==> src/rtl/moh_apb3_pkg.sv <==
// Shared widths, address map constants and bus types for the APB3 register slave.
package moh_apb3_pkg;

  localparam int ADDR_W = 8;
  localparam int DATA_W = 16;

  typedef logic [ADDR_W-1:0] addr_t;
  typedef logic [DATA_W-1:0] data_t;

  localparam addr_t ID_ADDR      = 8'hFF;
  localparam data_t ID_VALUE_DEF = 16'hA5C3;

endpackage

==> src/rtl/moh_apb3_regfile.sv <==
// Register array: synchronous clear, one write port, one combinational read port.
module moh_apb3_regfile
  import moh_apb3_pkg::*;
#(
  parameter int NUM_REGS = 16
) (
  input  logic  clk,
  input  logic  reset,
  input  logic  we,
  input  addr_t waddr,
  input  data_t wdata,
  input  addr_t raddr,
  output data_t rdata
);

  localparam int    IDX_W   = (NUM_REGS > 1) ? $clog2(NUM_REGS) : 1;
  localparam addr_t NREGS_A = addr_t'(NUM_REGS);

  data_t regs [NUM_REGS];

  always_ff @(posedge clk) begin
    if (reset) begin
      for (int i = 0; i < NUM_REGS; i++) begin
        regs[i] <= '0;
      end
    end else if (we && (waddr < NREGS_A)) begin
      regs[waddr[IDX_W-1:0]] <= wdata;
    end
  end

  // Out-of-range addresses read as zero so a non power-of-two depth never indexes past the array.
  always_comb begin
    rdata = '0;
    if (raddr < NREGS_A) begin
      rdata = regs[raddr[IDX_W-1:0]];
    end
  end

endmodule

==> src/rtl/moh_apb3_slave.sv <==
// APB3 completer: phase decode, wait-state counter, address decode and PSLVERR around a register file.
module moh_apb3_slave
  import moh_apb3_pkg::*;
#(
  parameter int    NUM_REGS    = 16,
  parameter int    WAIT_STATES = 0,
  parameter data_t ID_VALUE    = ID_VALUE_DEF
) (
  input  logic  clk,
  input  logic  reset,
  input  logic  psel,
  input  logic  enable,
  input  logic  write,
  input  addr_t addr,
  input  data_t wdata,
  output data_t rdata,
  output logic  ready,
  output logic  slverr
);

  localparam addr_t      NREGS_A = addr_t'(NUM_REGS);
  localparam logic [3:0] WS      = 4'(WAIT_STATES);

  logic       access;
  logic [3:0] wcnt;
  logic       is_reg;
  logic       is_id;
  logic       illegal;
  logic       we;
  data_t      reg_rdata;

  assign access = psel && enable;
  assign ready  = access && (wcnt == WS);

  // Counter restarts whenever the access phase ends, completes or is aborted.
  always_ff @(posedge clk) begin
    if (reset || !access || ready) begin
      wcnt <= '0;
    end else begin
      wcnt <= wcnt + 4'd1;
    end
  end

  assign is_reg  = (addr < NREGS_A);
  assign is_id   = (addr == ID_ADDR);
  assign illegal = write ? !is_reg : !(is_reg || is_id);

  assign slverr = ready && illegal;
  assign we     = ready && write && is_reg;

  always_comb begin
    rdata = '0;
    if (ready && !write) begin
      if (is_reg) begin
        rdata = reg_rdata;
      end else if (is_id) begin
        rdata = ID_VALUE;
      end
    end
  end

  moh_apb3_regfile #(
    .NUM_REGS(NUM_REGS)
  ) u_regfile (
    .clk  (clk),
    .reset(reset),
    .we   (we),
    .waddr(addr),
    .wdata(wdata),
    .raddr(addr),
    .rdata(reg_rdata)
  );

endmodule

==> config.mk <==
export PLATFORM = sky130hd
export DESIGN_NAME = moh_apb3_slave
export DESIGN_NICKNAME = d
export VERILOG_FILES = /design/src/rtl/moh_apb3_pkg.sv /design/src/rtl/moh_apb3_regfile.sv /design/src/rtl/moh_apb3_slave.sv
export SDC_FILE = /design/constraint.sdc
export NUM_CORES = 1
export LEC_CHECK = 0
export ABC_AREA = 1
export CORE_MARGIN = 4
export CORE_UTILIZATION = 55
export DETAILED_ROUTE_END_ITERATION = 10
export GPL_ROUTABILITY_DRIVEN = 0
export HOLD_SLACK_MARGIN = 0.08
export PLACE_DENSITY_LB_ADDON = 0.12
export SYNTH_ARGS = -nofsm -noshare
export SYNTH_HDL_FRONTEND = slang
export SYNTH_SLANG_ARGS = --single-unit
==> constraint.sdc <==
create_clock -name clk -period 2.2 [get_ports clk]
set_input_delay 0.44 -clock clk [delete_from_list [all_inputs] [get_ports clk]]
set_output_delay 0.44 -clock clk [all_outputs]
set_load 0.02 [all_outputs]
Word-level counts from Yosys, hierarchy flattened:

Memories as Yosys holds them, arrays and structs flattened.
Index checks and enable logic that the tools add are counted.
Widths: inputs -> output; s select.

* add/sub/neg operators: 1
* $lt $le $gt $ge: 1
* equal/unequal tests: 1
* muxes and demuxes: 12
* reduce and logical (&&, ||, !) cells: 16

Operators by type and width (count)
* $mux 16: 4
* $reduce_or 16->1: 1
* $eq 8x8->1 const B: 1
* $lt 8x5->1 const B: 1
* $logic_and 1x1->1: 7
* $mux 1: 7
* $add 4x1->4 const B: 1
* $logic_not 1->1: 4
* $logic_not 4->1: 1
* $mux 4: 1
* $logic_or 1x1->1: 3

* register bits after elaboration: 4
* bits in writable memories: 256
* memories kept: 1

Memory list
* u_regfile.regs: depth 16, width 16, rd ports 1, clocked after memory_dff 0, write ports 16, line moh_apb3_regfile.sv:19 `data_t regs [NUM_REGS];`

Longest topological paths before layout:

* depth in word-level cells: 10
* mapped depth: 11
* mapped depth without buffers: 9

Hierarchy:

From an unflattened synthesis, not the netlist that was laid out.

* cells, all modules: 1433
* area total of the unflattened synthesis: 12672.2 um^2

Modules (own cells, without submodules)
* moh_apb3_regfile: instances 1, cells an instance 1357, area an instance 12258.0 um^2
* moh_apb3_slave: instances 1, cells an instance 76, area an instance 414.1 um^2

Worst setup path before layout:

No wires, ideal clock.

* path kind: input-to-reg
* start point: in addr[7]
* end point: mem u_regfile.regs[14][0] in the netlist's numbering, enable pin
* setup time: 0.372 ns
* arrival: 1.910 ns
* required time: 1.828 ns
* slack: -0.082 ns
* cell stages on the path: 7
* path buffers: 2
* path through: nor2_1 nand3_2 nor3_4 buf_12 nand4_4 buf_6 nand2_1

RTL lines
* start: declaration: line moh_apb3_slave.sv:14 `input addr_t addr,`
* end: declaration: line moh_apb3_regfile.sv:19

Worst setup path after layout:

* start point: reg wcnt[0]
* end point: out rdata[8]

* cells in the longest elaborated chain, start to end: 4

RTL lines
* start: declaration: line moh_apb3_slave.sv:25 `logic [3:0] wcnt;`
* start signal: assignment: line moh_apb3_slave.sv:40 `wcnt <= wcnt + 4'd1;`
* $logic_not 4->1: line moh_apb3_slave.sv:33 `assign ready = access && (wcnt == WS);`
* $logic_and 1x1->1: line moh_apb3_slave.sv:33
* $logic_and 1x1->1: line moh_apb3_slave.sv:53 `if (ready && !write) begin`
* $mux 16: line moh_apb3_slave.sv:53
* end: declaration: line moh_apb3_slave.sv:16 `output data_t rdata,`

No other way between the ends.

==> reports/results.ini <==
[worst_setup_path]
worst-path-buf-inv=5
worst_r2r_path_depth=11
cpPeakStageDelay_ps=320
r2r_end=u_regfile.regs[9][8]
startpoint=wcnt[0]
slowest_stage=dfxtp_2
crit_required_ps=1760
r2r_start=wcnt[0]
worstSetupEndpointType=output port
arrival_ps=2010
cp.depth=10
startpoint_type=flop
critPathMaxFanout=4
worstPathCellList=inv_2 > ha_4 > nand3_4 > nor3_4 > buf_6 > buf_4 > buf_4 > o21ai_2 > nand2_1 > buf_6
rrSetupSlack_ps=150
critPathCapture=rdata[8]
crit_family=buffers and inverters
path_class=flop to output port

[yosys]
yosys_warnings=0
syn_inst=1287
synth_cell_types=29
synth-seq-cells=260
yosysTopAreaCell=edfxtp_1
synth.avg_cell_area_um2=9.485
synth_seq_area_share=0.6363
synth.area.top_cells=edfxtp_1 (63%), nand2_1 (17%), nor2_1 (8.1%), nand4_4 (1.9%), clkbuf_1 (1.3%)
netlist_area_mm2=0.01221
synth_fp_nets=1318
netlist.area_leader.share=0.6298

[worst_hold_path]
hp-class=flop to flop
whs_path_depth=2

[layout]
syn_to_final_growth_pct=21.39
most-common-layout-cells=nand2_1 (542), edfxtp_1 (256), nor2_1 (251)
layout-drive-gt1-share=0.1796
final_util=0.6790
diodes=0
final_nets=1441
n_fill_cell=1734
final_common_cell=nand2_1
instances_no_fill=1711

[die]
start_util=0.5593
die_area_mm2=0.02464
die_w_um=157.0
core_area_mm2=0.02182
num_rows=54
die_height_um=157.0
pin_count=47

[clock_tree]
clk_path_buf_depth=3
htreeDepth=1
ctsHoldBuffers=0
cts_tree=built
clock_sinks=260
root_buffer=clkbuf_16
cts.clk_slew.worst_paths_ps=60
cts_buffers=28
clk_latency_ps=540

[sta]
hold_ws_ps=519.8
rsz0062_at_grt=yes
fin_crit_sh=1.113
setup_viol=16
max_clock_freq_mhz=408.3
relSlewSlack=0.7325
finClkSkew_ps=6.700
hold_viol=0
setup_slack_ps=-249.0
slew_viol_final=0
period_needed_ps=2449
tightest_slew_ps=401.2

[global_routing]
grt_overflow=0
grt_pass1_vias=9008
antenna_found_initial=0
track_usage=0.2670
grt_max_degree=33
grt_pass1_wl_mm=50.53

[drt]
routed_wl_mm=32.17
avgViaCountPerCell=5.414
drc=0
drtAntennaViolNets=0
drtIter0Drc=969
dr.pass1.iters=5
wl_per_cell_um=18.80
vias=9264

[placement]
io_buffer_count=46
place_hpwl_mm=21.37
dp.cells=1652
pre_cts_ws_ps=-705.0

[power]
leakagePower_uw=0.006576
ir_drop_uv=638.8
p_per_area_mw_per_mm2=739.8

[flow_run]
max_cap_viol_count=0

[run_status]
status=finished with violations
violations=negative setup slack

==> per-stage QoR <==
step | TNS, ps | total power [µW] | area [µm²]
after floorplan | -13380 | 6166 | 12210
after global routing | -4763 | 11350 | 14820
after global placement | -108920 | 6629 | 13790
after detailed placement | -124290 | 6643 | 13790
after CTS | -2322 | 11020 | 14770
final | -3475 | 10960 | 14820
==> sequential cells by signal, indices dropped and copies added (netlist names) <==
name and cells:
wcnt 4, u_regfile.regs 256
==> power by group <==
| group | leakage [µW] | internal [µW] | switching (µW) |
|---|---|---|---|
| sequential | 0.00270 | 5570 | 41.4 |
| clock | 0.000420 | 2560 | 1840 |
| combinational | 0.00345 | 330 | 615 |
==> tightest hold or removal path, delay by kind of cell, from the launching register on <==
| family | cells | cell delay, ps |
|---|---|---|
| simple gates | 1 | 40 |
| buf+inv | 1 | 110 |
| flops | 1 | 330 |
==> synth_stat cells <==
master,n
nor3_4,1
nor3_1,2
clkbuf_1,41
inv_1,29
clkbuf_8,1
buf_4,5
inv_2,3
dfxtp_1,4
nand2_1,544
xnor2_1,1
clkbuf_4,2
buf_12,1
nand4_1,16
edfxtp_1,256
nor2_2,21
o21ai_0,24
ha_1,2
nand3_1,4
nor2_1,263
nand4_2,5
buf_1,8
nand3b_1,1
buf_6,11
nand3_2,1
a21oi_1,17
clkinv_1,1
nand4_4,11
or2_2,1
buf_2,11
==> worst min-delay path by stage <==
stage             from      end  slack (ps)
2_1_floorplan  wcnt[0]  wcnt[0]         430
3_3_place_gp   wcnt[3]  wcnt[3]         460
3_5_place_dp   wcnt[3]  wcnt[3]         480
4_1_cts        wcnt[0]  wcnt[0]         520
5_1_grt        wcnt[0]  wcnt[0]         540
6_report       wcnt[0]  wcnt[0]         520
==> per-layer routing <==
| layer | track usage | vias up | routed length (µm) |
|---|---|---|---|
| li1 | - | 4411 | - |
| met1 | 0.3800 | 4397 | 13170 |
| met2 | 0.4417 | 404 | 15560 |
| met3 | 0.03107 | 52 | 2616 |
| met4 | 0.07231 | 0 | 820 |
| met5 | 0 | - | 0 |
==> final cells by class <==
type | count | area (µm²) | area share
timing repair buffer | 173 | 1735 | 0.1171
inverter | 33 | 132.6 | 0.008950
clock inverter | 10 | 71.32 | 0.004813
tap | 280 | 350.3 | 0.02364
sequential | 260 | 7770 | 0.5244
clock buffer | 41 | 780.7 | 0.05269
multi-input combinational | 914 | 3978 | 0.2684
==> cell families after synthesis <==
| group | count (synthesis) | synth area share |
|---|---|---|
| xor+xnor | 1 | 0.0007176 |
| simple gates | 870 | 0.2972 |
| compound gates | 41 | 0.01681 |
| flops | 260 | 0.6363 |
| fa+ha+maj | 2 | 0.002050 |
| buf+inv | 113 | 0.04694 |
==> timing repair <==
action | in CTS | in global routing
cloned | 1 | 0
gates resized for setup | 144 | 11
pin swaps | 17 | 2
endpoints found under the setup margin | 18 | 17
setup buffers | 5 | 3
(Power assumes the default switching activity.)
